$ cat src/rtl/mac_vector.sv
// mac_vector
//   Streaming multiply-accumulate engine. Operand pairs arrive on a
//   valid/ready handshake. Their products are summed into a wide
//   accumulator, and one dot-product result is emitted per vector. A
//   vector is terminated by in_last.
//
//   Pipeline: S0 registered operands -> S1 product -> S2 accumulator/output.
//   Every stage moves only when advance = !out_valid || out_ready.
//
//   Compile-time option:
//     MAC_SATURATE_EN  defined   : accumulator clamps on overflow.
//                      undefined : accumulator wraps modulo 2^ACC_WIDTH.
//     In both builds, overflow reports the event sticky per vector.
//
//   Parameters:
//     DATA_WIDTH  operand width
//     ACC_WIDTH   accumulator/result width (>= 2*DATA_WIDTH)
//     CNT_WIDTH   element counter width (wraps)
//     SIGNED      1 = two's complement operands, 0 = unsigned
//
//   Ports:
//     clk, reset            rising-edge clock, synchronous active-high reset
//     op_a, op_b            operand pair
//     in_valid, in_last     beat valid, final beat of vector
//     in_ready              beat can be accepted (combinational)
//     result, count         completed dot product and its element count
//     overflow              accumulator overflowed during that vector
//     out_valid, out_ready  output handshake
module mac_vector #(
    parameter int unsigned DATA_WIDTH = 8,
    parameter int unsigned ACC_WIDTH  = 32,
    parameter int unsigned CNT_WIDTH  = 16,
    parameter int unsigned SIGNED     = 0
) (
    input  logic                  clk,
    input  logic                  reset,
    input  logic [DATA_WIDTH-1:0] op_a,
    input  logic [DATA_WIDTH-1:0] op_b,
    input  logic                  in_valid,
    input  logic                  in_last,
    output logic                  in_ready,
    output logic [ACC_WIDTH-1:0]  result,
    output logic [CNT_WIDTH-1:0]  count,
    output logic                  overflow,
    output logic                  out_valid,
    input  logic                  out_ready
);

    localparam int unsigned PROD_WIDTH = 2 * DATA_WIDTH;

    logic                  advance;

    logic                  s0_valid;
    logic                  s0_last;
    logic [DATA_WIDTH-1:0] s0_a;
    logic [DATA_WIDTH-1:0] s0_b;

    logic                  s1_valid;
    logic                  s1_last;
    logic [PROD_WIDTH-1:0] s1_prod;

    logic [ACC_WIDTH-1:0]  acc;
    logic [CNT_WIDTH-1:0]  cnt;
    logic                  sticky;

    logic [PROD_WIDTH-1:0] a_ext;
    logic [PROD_WIDTH-1:0] b_ext;
    logic [PROD_WIDTH-1:0] prod;
    logic [ACC_WIDTH-1:0]  addend;
    logic [ACC_WIDTH-1:0]  sum;
    logic                  carry;
    logic                  ovf_beat;
    logic [ACC_WIDTH-1:0]  acc_next;
    logic [CNT_WIDTH-1:0]  cnt_next;

    assign advance  = !out_valid || out_ready;
    assign in_ready = advance;

    // The operands are widened to the full product width before the multiply.
    // The low PROD_WIDTH bits of that product are then exact for both
    // signed and unsigned operands.
    always_comb begin
        if (SIGNED != 0) begin
            a_ext = {{DATA_WIDTH{s0_a[DATA_WIDTH-1]}}, s0_a};
            b_ext = {{DATA_WIDTH{s0_b[DATA_WIDTH-1]}}, s0_b};
        end else begin
            a_ext = {{DATA_WIDTH{1'b0}}, s0_a};
            b_ext = {{DATA_WIDTH{1'b0}}, s0_b};
        end
        prod = a_ext * b_ext;
    end

    always_comb begin
        // Sign extension is done by inverting twice. Zero-extending the
        // inverted product and then inverting it again fills the upper
        // bits with ones.
        if ((SIGNED != 0) && s1_prod[PROD_WIDTH-1])
            addend = ~ACC_WIDTH'(~s1_prod);
        else
            addend = ACC_WIDTH'(s1_prod);

        {carry, sum} = {1'b0, acc} + {1'b0, addend};

        if (SIGNED != 0)
            ovf_beat = (acc[ACC_WIDTH-1] == addend[ACC_WIDTH-1]) &&
                       (sum[ACC_WIDTH-1] != acc[ACC_WIDTH-1]);
        else
            ovf_beat = carry;

        acc_next = sum;
`ifdef MAC_SATURATE_EN
        if (ovf_beat) begin
            if (SIGNED == 0)
                acc_next = '1;
            else if (addend[ACC_WIDTH-1])
                acc_next = {1'b1, {(ACC_WIDTH-1){1'b0}}};
            else
                acc_next = {1'b0, {(ACC_WIDTH-1){1'b1}}};
        end
`endif
        cnt_next = cnt + CNT_WIDTH'(1);
    end

    always_ff @(posedge clk) begin
        if (reset) begin
            s0_valid  <= 1'b0;
            s0_last   <= 1'b0;
            s0_a      <= '0;
            s0_b      <= '0;
            s1_valid  <= 1'b0;
            s1_last   <= 1'b0;
            s1_prod   <= '0;
            acc       <= '0;
            cnt       <= '0;
            sticky    <= 1'b0;
            result    <= '0;
            count     <= '0;
            overflow  <= 1'b0;
            out_valid <= 1'b0;
        end else if (advance) begin
            s0_valid <= in_valid;
            s0_last  <= in_valid && in_last;
            if (in_valid) begin
                s0_a <= op_a;
                s0_b <= op_b;
            end

            s1_valid <= s0_valid;
            s1_last  <= s0_last;
            s1_prod  <= prod;

            if (s1_valid) begin
                if (s1_last) begin
                    // The result is handed off, and the accumulator is
                    // cleared on the same edge. The next vector therefore
                    // starts with no bubble.
                    result   <= acc_next;
                    count    <= cnt_next;
                    overflow <= sticky || ovf_beat;
                    acc      <= '0;
                    cnt      <= '0;
                    sticky   <= 1'b0;
                end else begin
                    acc    <= acc_next;
                    cnt    <= cnt_next;
                    sticky <= sticky || ovf_beat;
                end
            end

            // While advance is high, the output register is either being
            // consumed or is empty. It stays valid only if a new last beat
            // completes on this edge.
            out_valid <= s1_valid && s1_last;
        end
    end

endmodule
$ cat config.mk
export PLATFORM = sky130hd
export DESIGN_NAME = mac_vector
export DESIGN_NICKNAME = d
export VERILOG_FILES = /design/src/rtl/mac_vector.sv
export SDC_FILE = /design/constraint.sdc
export NUM_CORES = 1
export LEC_CHECK = 0
export BUFFER_PORTS_ARGS = -buffer_cell sky130_fd_sc_hd__clkbuf_2
export CORE_ASPECT_RATIO = 1.25
export CORE_UTILIZATION = 65
export DETAILED_ROUTE_END_ITERATION = 10
export GPL_TIMING_DRIVEN = 0
export PLACE_DENSITY = 0.91
export SYNTH_ARGS = -nofsm -noshare
export SYNTH_HDL_FRONTEND = slang
export SYNTH_SLANG_ARGS = --single-unit
$ cat constraint.sdc
create_clock -name clk -period 10.5 [get_ports clk]
set_clock_uncertainty 0.05 [all_clocks]
set_input_delay 0.525 -clock clk [delete_from_list [all_inputs] [get_ports clk]]
set_output_delay 0.525 -clock clk [all_outputs]
set_load 0.01 [all_outputs]
==> results of run 1 <==
## per-stage QoR
step	worst slack [ns]	cell area, µm²	total power [mW]
3_5_place_dp	5.476	8847	0.6278
5_1_grt	5.220	9423	1.231
6_report	5.419	9423	1.199
3_3_place_gp	5.567	8847	0.6244
4_1_cts	5.459	9423	1.195
2_1_floorplan	5.901	8287	0.5986
## cell usage after synthesis (3+ instances only)
cell / instances
nand2_1: 144
dfxtp_1: 135
a21oi_1: 89
nor2_1: 60
and2_1: 58
o21ai_0: 57
inv_1: 54
ha_1: 53
fa_1: 37
clkbuf_1: 33
a22o_1: 25
xnor2_1: 25
nand3_1: 24
xor2_1: 21
nor3_1: 17
a31oi_1: 13
a22oi_1: 11
and3_1: 10
o211ai_1: 10
buf_2: 9
nand4_1: 9
or4_1: 9
o21a_1: 8
or3_1: 8
a211oi_1: 5
a32oi_1: 5
buf_1: 5
a21o_1: 4
nand3b_1: 4
nor2b_1: 4
nand2b_1: 3
o21bai_1: 3
or2_2: 3
## where the power goes
part / switching (mW) / total [mW] / internal (mW)
clock: 0.239 / 0.580 / 0.341
sequential: 0.0117 / 0.532 / 0.521
combinational: 0.0558 / 0.0869 / 0.0311
## logic make-up after synthesis
logic type / synth area share [%]
buf+inv: 4.877
xor+xnor: 4.862
simple gates: 21.64
fa+ha+maj: 16.94
mux: 0.1208
flops: 32.61
compound gates: 18.95
## final cells by class
cell class,instances,area (µm²)
multi-input cells,750,5180
fillers,875,2851
flip-flops and latches,135,2703
clock buffers,20,456.7
repair buffers,71,355.3
inverters,55,206.4
well taps,164,205.2
plain buffers,49,197.7
clock inverters,12,118.9
## tightest hold or removal path: cells and delay by family
family,cells,cell delay [ns]
compound gates,1,0.05
simple gates,1,0.04
buf+inv,1,0.08
## routing by layer
layer	share of wire (%)	up-vias	GRT usage (%)
li1	-	3609	-
met4	4.7	0	21.04
met3	7.0	97	5.398
met5	0	-	0
met2	51	365	58.86
met1	38	3596	38.13
## placed cells by master (no fill, tap or decap), drive strengths merged, types with 8 or more instances in the layout
cell type	count
dfxtp	135
o211ai	11
ha	53
nor3	17
nand4	9
a22o	25
inv	57
nor2	60
fa	37
buf	14
o21a	8
or3	8
clkbuf	126
a21oi	90
and3	10
nand3	25
nand2	144
o21ai	58
a22oi	11
or4	10
and2	58
xor2	21
a31oi	13
xnor2	25
## state kept, by name, indices dropped and copies added, names as in the netlist
register / cells
s1_prod: 16
cnt: 16
s0_a: 8
overflow: 1
s0_valid: 1
out_valid: 1
s0_last: 1
s0_b: 8
result: 32
s1_valid: 1
count: 16
s1_last: 1
acc: 32
sticky: 1
## worst paths after layout
check             slack [ns]     endpoint
setup / recovery        5.42  s1_prod[13]
hold / removal          0.26      s0_a[6]
setup reg to reg        5.42  s1_prod[13]
hold reg to reg         0.40   result[23]
==> results.py, run 1 <==
metrics = {
    "status": {
        "status": "finished clean",
    },
    "clocking": {
        "ctsHoldBuffers": 0,
        "clock_path_buffers": 2,
        "cts_resized": 0,
        "cts_root_buffer": "clkbuf_16",
        "cts_tree": "yes",
        "cts_made_buffers": 17,
        "cts_sinks": 135,
        "post_cts_buffers": 0,
        "clkLatencyLatePin_ns": 0.42,
        "clk_pin_slew_ns": 0.07,
        "ctsHtreeMaxLevel": 4,
    },
    "setup_path": {
        "critPathKind": "register to register",
        "cp_top_family": "adder cells",
        "crit_path_max_fanout": 9,
        "path_buf_inv": 2,
        "path_cells": "and2_1, fa_1, fa_1, fa_1, inv_1, fa_1, inv_1, ha_1, or3_1, and4_1, a2111oi_4, xor2_1, nor3_1, a31o_1",
        "worstSetupStartpointType": "register",
        "cp-end-kind": "register",
        "startpoint": "s0_b[5]",
        "crit_required_ns": 10.76,
        "r2r_cells": 14,
        "critPathMaxStageDelay_ns": 0.59,
        "cp_slowest_cell": "fa_1",
        "cp.arrival_ns": 5.34,
        "cp_common_cell": "fa_1",
        "r2r_start": "s0_b[5]",
        "worstSetupPathDepth": 14,
    },
    "timing": {
        "grt_setup_unrepaired": "false",
        "period_minus_slack_ns": 5.081,
        "hold_violations": 0,
        "max_slew.worst_pin.slew_ns": 0.9709,
        "fin_tns_setup_ns": 0,
        "slew_headroom_pct": 35.04,
        "slew_viol_final": 0,
        "holdWs_ns": 0.2624,
        "period_share_pct": 48.39,
        "fmax_ghz": 0.1968,
        "setup-violations-final": 0,
    },
    "yosys": {
        "synth_edf_count": 0,
        "synth_cell_types": 62,
        "avgSynthCellArea_um2": 8.379,
        "synth_fp_nets": 1100,
        "syn-instance-count": 989,
        "synth.top_cell.area_share_pct": 32.61,
        "synth_top_cell_by_area": "dfxtp_1",
        "synth_area_leaders": "dfxtp_1, fa_1, ha_1",
        "syn_area_um2": 8287,
        "async_reset_ff_share_pct": 0,
        "ys_warn_count": 0,
        "synth-main-ff-cell": "dfxtp_1",
        "synth.ff_latch_count": 135,
        "ys_seq_area_share_pct": 32.61,
    },
    "power": {
        "max-vdd-ir-drop_mv": 0.08830,
        "power_density_nw_per_um2": 127.3,
        "leakagePower_nw": 4.134,
    },
    "hold_path": {
        "min_path_type": "input port to register",
        "hold_depth": 3,
        "hp-start": "op_a[6]",
    },
    "die": {
        "ios": 72,
        "die_y_um": 128.2,
        "rows": 45,
        "coreArea_um2": 12270,
        "fp.dieW_um": 103.0,
        "die_area_um2": 13210,
        "initial_core_util_pct": 67.51,
    },
    "global_route": {
        "antenna_found_initial": 0,
        "grt_pass1_wl_um": 34560,
        "grt_pass1_vias": 7393,
        "overflow": 0,
        "grt_start_max_net_pins": 17,
        "grt_use_total_pct": 33.86,
    },
    "finish": {
        "n_antenna_cell": 0,
        "syn_to_final_growth_pct": 13.71,
        "layout-drive-gt1-share_pct": 11.72,
        "fin_cells": 1256,
        "post-route-util_pct": 76.77,
        "nNetsFinal": 1190,
    },
    "detailed_routing": {
        "via_count": 7667,
        "drt_iter0_drc": 576,
        "firstDrtPassIters": 5,
        "drcViolationCount": 0,
        "finalWirelength_um": 21530,
        "ant_nets": 0,
        "vias_per_cell": 6.104,
        "wl_per_cell_um": 17.14,
    },
    "placed_design": {
        "dpl.hpwl_um": 15660,
        "gp_congestion": 0.9494,
        "port_buffers": 71,
        "dp.cells": 1224,
    },
    "flow_run": {
        "maxCapViolations": 0,
    },
}
Note: power is estimated with default switching activity, not from simulation.
==> run 2: changes to the inputs <==
--- a/config.mk
+++ b/config.mk
@@ -7,10 +7,10 @@
 export LEC_CHECK = 0
 export BUFFER_PORTS_ARGS = -buffer_cell sky130_fd_sc_hd__clkbuf_2
 export CORE_ASPECT_RATIO = 1.25
-export CORE_UTILIZATION = 65
+export CORE_UTILIZATION = 61
 export DETAILED_ROUTE_END_ITERATION = 10
 export GPL_TIMING_DRIVEN = 0
-export PLACE_DENSITY = 0.91
+export PLACE_DENSITY = 0.86
 export SYNTH_ARGS = -nofsm -noshare
 export SYNTH_HDL_FRONTEND = slang
 export SYNTH_SLANG_ARGS = --single-unit
==> constraint.sdc (replaced) <==
create_clock -name clk -period 4.9 [get_ports clk]
set_clock_uncertainty 0.05 [all_clocks]
set_input_delay 0.245 -clock clk [delete_from_list [all_inputs] [get_ports clk]]
set_output_delay 0.245 -clock clk [all_outputs]
set_load 0.01 [all_outputs]
==> results.py, run 2 (same netlist as run 1, synthesis figures left out) <==
metrics = {
    "status": {
        "status": "finished clean",
    },
    "setup_path": {
        "worstSetupStartpointType": "register",
        "crit_required_ns": 5.16,
        "cp-end-kind": "register",
        "startpoint": "s0_a[3]",
        "r2r_cells": 15,
        "cp.arrival_ns": 5.06,
        "critPathKind": "register to register",
        "r2r_start": "s0_a[3]",
        "crit_path_max_fanout": 6,
    },
    "global_route": {
        "overflow": 0,
        "grt_use_total_pct": 31.70,
        "grt_pass1_vias": 7305,
        "antenna_found_initial": 0,
        "grt_start_max_net_pins": 17,
        "grt_pass1_wl_um": 35200,
    },
    "clocking": {
        "cts_sinks": 135,
        "clkLatencyLatePin_ns": 0.43,
        "clk_pin_slew_ns": 0.07,
        "cts_made_buffers": 17,
        "clock_path_buffers": 2,
        "ctsHtreeMaxLevel": 4,
        "cts_root_buffer": "clkbuf_16",
        "cts_tree": "yes",
    },
    "power": {
        "power_density_nw_per_um2": 268.1,
        "swShare_pct": 25.52,
        "power_frac_seq_pct": 43.3,
        "p_clk_share_pct": 48.3,
        "power.internal_mw": 1.954,
        "power_frac_comb_pct": 8.3,
        "switchingPower_uw": 669.5,
        "max-vdd-ir-drop_mv": 0.2164,
        "leakagePower_nw": 4.252,
    },
    "detailed_routing": {
        "finalWirelength_um": 23020,
        "vias_per_cell": 6.081,
        "drt_iter0_drc": 539,
        "ant_nets": 0,
        "via_count": 7832,
        "wl_per_cell_um": 17.87,
        "firstDrtPassIters": 7,
        "drcViolationCount": 0,
    },
    "placed_design": {
        "gp_congestion": 0.9176,
        "post_dp_cell_area_um2": 8856,
        "port_buffers": 71,
        "dpl.hpwl_um": 15620,
    },
    "die": {
        "fp.dieW_um": 106.3,
        "initial_core_util_pct": 62.63,
        "die_y_um": 132.3,
        "rows": 47,
        "coreArea_um2": 13230,
        "die_area_um2": 14060,
        "ios": 72,
    },
    "hold_path": {
        "hp-start": "op_b[7]",
        "min_path_type": "input port to register",
        "hold_depth": 3,
    },
    "timing": {
        "hold_violations": 0,
        "period_share_pct": 98.03,
        "max_slew.worst_pin.slew_ns": 0.9024,
        "slew_headroom_pct": 39.62,
        "slew_viol_final": 0,
        "setup-violations-final": 0,
        "fin_tns_setup_ns": 0,
        "fmax_ghz": 0.2082,
        "period_minus_slack_ns": 4.804,
    },
    "finish": {
        "mostFrequentLayoutCell": "nand2_1",
        "layout-drive-gt1-share_pct": 15.13,
        "final_cell_mix": "nand2_1, dfxtp_1, a21oi_1",
        "finalInstanceArea_um2": 9788,
        "reg_top3": "acc: 32 flops, result: 32 flops",
        "nNetsFinal": 1215,
        "syn_to_final_growth_pct": 18.12,
        "n_antenna_cell": 0,
        "n_fill_cell": 943,
    },
    "flow_run": {
        "maxCapViolations": 0,
    },
}
run 2: cell types whose count changed in the layout (fill, tap and decap cells not counted), sizes merged:
cell / before / now
bufinv: 1 / 2
buf: 14 / 22
clkbuf: 126 / 127
dlymetal6s2s: 0 / 1
dlygate4sd3: 0 / 14
run 2: through the flow:
stage	power (mW)	cells	util (%)	setup slack [ns]	hold slack, ns
4_1_cts	2.597	1277	72.50	0.002837	0.001973
5_1_grt	2.697	1288	73.98	-0.02266	0.01551
3_5_place_dp	1.343	1231	66.93	-0.07921	0.3921
6_report	2.624	1288	73.98	0.09646	0.01452
2_1_floorplan	1.283	989	-	0.3011	0.3310
3_3_place_gp	1.338	1231	66.93	-0.02732	0.3825
run 2: worst paths after layout:
path                       to  slack [ns]
setup / recovery  s1_prod[13]         0.1
setup reg to reg  s1_prod[13]         0.1
hold reg to reg      count[9]        0.40
hold / removal        s0_b[7]        0.01
run 2: worst max-delay path, stage by stage (launching register included):
cell,delay (ns)
dfxtp_4,0.37
and2_4,0.16
fa_2,0.40
fa_1,0.55
inv_1,0.07
fa_1,0.49
fa_1,0.49
inv_1,0.06
ha_4,0.25
o21a_1,0.16
o31a_1,0.13
or4_4,0.52
a2111oi_4,0.42
xor2_1,0.27
nor3_1,0.09
a31o_1,0.20
run 2: power groups by stage:
stage	sequential, mW	clock, mW	combinational (mW)
detailed placement	1.16	0	0.179
global route	1.14	1.32	0.238
CTS	1.14	1.27	0.191
global placement	1.16	0	0.175
floorplan	1.15	0	0.129
finish	1.14	1.27	0.218
run 2: timing repair:
| item | in CTS | in global routing |
|---|---|---|
| setup endpoints to repair | 2 | 2 |
| resized for setup | 12 | 34 |
| hold buffers | 14 | 0 |
| pin swaps | 2 | 20 |
| endpoints found under the hold margin | 14 | 0 |
| setup buffers | 0 | 11 |
run 2: layer usage:
metal  track usage [%]  routed length (µm)  vias up
li1                  -                   -     3666
met1             35.86                8583     3691
met2             57.29               11880      373
met3             4.894                1474      102
met4             15.51                1079        0
met5                 0                   0        -
run 2: final cells by class:
type                       count  area (µm²)  area share [%]
multi-input combinational    750        5260           53.74
sequential                   135        2750           28.10
timing repair buffer          96       578.1           5.906
clock buffer                  19       432.9           4.423
tap                          171       214.0           2.186
inverter                      55       206.4           2.109
buffer                        49       197.7           2.020
clock inverter                13       148.9           1.521
==> run 3: changes to the inputs <==
--- a/config.mk
+++ b/config.mk
@@ -6,11 +6,12 @@
 export NUM_CORES = 1
 export LEC_CHECK = 0
 export BUFFER_PORTS_ARGS = -buffer_cell sky130_fd_sc_hd__clkbuf_2
-export CORE_ASPECT_RATIO = 1.25
+export CORE_MARGIN = 5
 export CORE_UTILIZATION = 61
 export DETAILED_ROUTE_END_ITERATION = 10
 export GPL_TIMING_DRIVEN = 0
 export PLACE_DENSITY = 0.86
+export SETUP_SLACK_MARGIN = 0.4
 export SYNTH_ARGS = -nofsm -noshare
 export SYNTH_HDL_FRONTEND = slang
 export SYNTH_SLANG_ARGS = --single-unit
==> results.py, run 3 (same netlist as run 1, synthesis figures left out) <==
metrics = {
    "clocking": {
        "clk_pin_slew_ns": 0.06,
        "cts_root_buffer": "clkbuf_16",
        "cts_made_buffers": 17,
        "clkLatencyLatePin_ns": 0.42,
        "cts_sinks": 135,
        "ctsHtreeMaxLevel": 4,
        "cts_tree": "yes",
        "clock_path_buffers": 2,
    },
    "global_route": {
        "grt_pass1_vias": 7609,
        "grt_use_total_pct": 28.35,
        "grt_start_max_net_pins": 17,
        "overflow": 0,
        "grt_pass1_wl_um": 36970,
        "antenna_found_initial": 0,
    },
    "die": {
        "initial_core_util_pct": 62.33,
        "die_area_um2": 16020,
        "coreArea_um2": 13300,
        "fp.dieW_um": 126.6,
        "ios": 72,
        "die_y_um": 126.6,
        "rows": 42,
    },
    "detailed_routing": {
        "vias_per_cell": 6.032,
        "drcViolationCount": 0,
        "ant_nets": 0,
        "wl_per_cell_um": 17.62,
        "finalWirelength_um": 22860,
        "firstDrtPassIters": 7,
        "via_count": 7823,
        "drt_iter0_drc": 731,
    },
    "setup_path": {
        "cp-end-kind": "register",
        "cp.arrival_ns": 4.82,
        "r2r_slack_ns": 0.32,
        "critPathKind": "register to register",
        "worstSetupStartpointType": "register",
        "r2r_start": "s0_b[2]",
        "cp_slowest_cell": "fa_1",
        "path_cells": "buf_4, and2_4, fa_2, fa_1, inv_1, fa_1, fa_1, inv_2, ha_4, o21a_1, o31a_1, or4_4, a2111oi_4, a21oi_2, nor4_1, nor3b_1",
        "r2r_end": "s1_prod[15]",
        "crit_required_ns": 5.14,
        "r2r_cells": 16,
        "cp_common_cell": "fa_1",
        "crit_path_max_fanout": 5,
        "critPathMaxStageDelay_ns": 0.52,
    },
    "hold_path": {
        "hold_depth": 3,
        "min_path_type": "input port to register",
        "hold-path-endpoint": "s0_b[5]",
        "hp-start": "op_b[5]",
    },
    "finish": {
        "final_cell_mix": "nand2_1, dfxtp_1, a21oi_1",
        "reg_top3": "acc: 32 flops, result: 32 flops",
        "finalInstanceArea_um2": 9821,
        "syn_to_final_growth_pct": 18.51,
        "mostFrequentLayoutCell": "nand2_1",
        "layout-drive-gt1-share_pct": 16.15,
        "nNetsFinal": 1220,
        "n_antenna_cell": 0,
    },
    "power": {
        "power_density_nw_per_um2": 263.4,
        "leakagePower_nw": 4.272,
        "max-vdd-ir-drop_mv": 0.2676,
    },
    "timing": {
        "fmax_ghz": 0.2185,
        "fin_tns_setup_ns": 0,
        "hold_violations": 0,
        "period_share_pct": 93.41,
        "setup-violations-final": 0,
        "max_slew.worst_pin.slew_ns": 1.002,
        "slew_viol_final": 0,
        "slew_headroom_pct": 32.93,
        "period_minus_slack_ns": 4.577,
        "grt_setup_unrepaired": "true",
    },
    "status": {
        "status": "finished clean",
    },
    "placed_design": {
        "gp_congestion": 0.9688,
        "port_buffers": 71,
        "dpl.hpwl_um": 15660,
        "post_dp_cell_area_um2": 8924,
    },
    "flow_run": {
        "maxCapViolations": 0,
    },
}
==> run 3: changes by cell type in the layout (fill, tap and decap cells not counted), sizes merged <==
cell | before | now
dlymetal6s2s | 1 | 0
clkinvlp | 3 | 1
buf | 22 | 34
dlygate4sd3 | 14 | 10
inv | 57 | 54
clkinv | 6 | 8
==> run 3: where the power goes <==
| part | internal [mW] | switching (mW) |
|---|---|---|
| sequential | 1.11 | 0.0228 |
| clock | 0.754 | 0.476 |
| combinational | 0.0889 | 0.132 |
| total | 1.96 | 0.630 |
==> run 3: per-stage QoR <==
stage                     hold slack, ns  utilization, %  power [mW]  setup WS, ns  instances
after floorplan                   0.3206               -       1.288        0.4005        989
after global placement            0.3836           67.12       1.341        0.1784       1236
after detailed placement          0.3922           67.12       1.348       0.08747       1236
after CTS                      0.0003144           73.82       2.575        0.3683       1297
after global routing             0.02401           73.87       2.659        0.1847       1297
final                           0.009990           73.87       2.587        0.3227       1297
==> run 3: what timing repair did <==
| item | 4_1_cts | 5_1_grt |
|---|---|---|
| setup endpoints to repair | 2 | 3 |
| pin swaps | 28 | 0 |
| endpoints found under the hold margin | 10 | 0 |
| cloned | 0 | 0 |
| hold buffers | 10 | 0 |
| gates resized for setup | 36 | 2 |
| setup buffers | 20 | 0 |
==> run 3: critical path, delay by kind of cell (launching register included) <==
family | cells | cell delay [ns]
and+or+nand+nor | 4 | 0.94
DFF | 1 | 0.37
AOI/OAI and AO/OA | 4 | 0.78
adders and majority gates | 5 | 2.06
buffers and inverters | 3 | 0.25
==> run 3: worst max path at each step <==
| stage | startpoint | cells past startpoint | to |
|---|---|---|---|
| 6_report | s0_b[2] | 16 | s1_prod[15] |
| 2_1_floorplan | s0_a[3] | 15 | s1_prod[15] |
| 5_1_grt | s0_b[2] | 16 | s1_prod[15] |
| 3_3_place_gp | s0_b[3] | 16 | s1_prod[15] |
| 3_5_place_dp | s0_b[3] | 16 | s1_prod[15] |
| 4_1_cts | s0_b[2] | 16 | s1_prod[15] |
==> run 3: layer usage <==
layer / share of wire [%] / track usage, %
met1: 40 / 34.68
met5: 0 / 0
met4: 4.0 / 12.24
met2: 48 / 47.91
met3: 8.2 / 6.515
==> run 3: cell type report <==
class                           instances  area, µm²
Buffer                                 49      197.7
Inverter                               55      206.4
Clock inverter                         10      106.4
Clock buffer                           21      450.4
Multi-Input combinational cell        750       5279
Tap cell                              176      220.2
Timing Repair Buffer                  101      610.6
Sequential cell                       135       2750
Fill cell                             903       3475
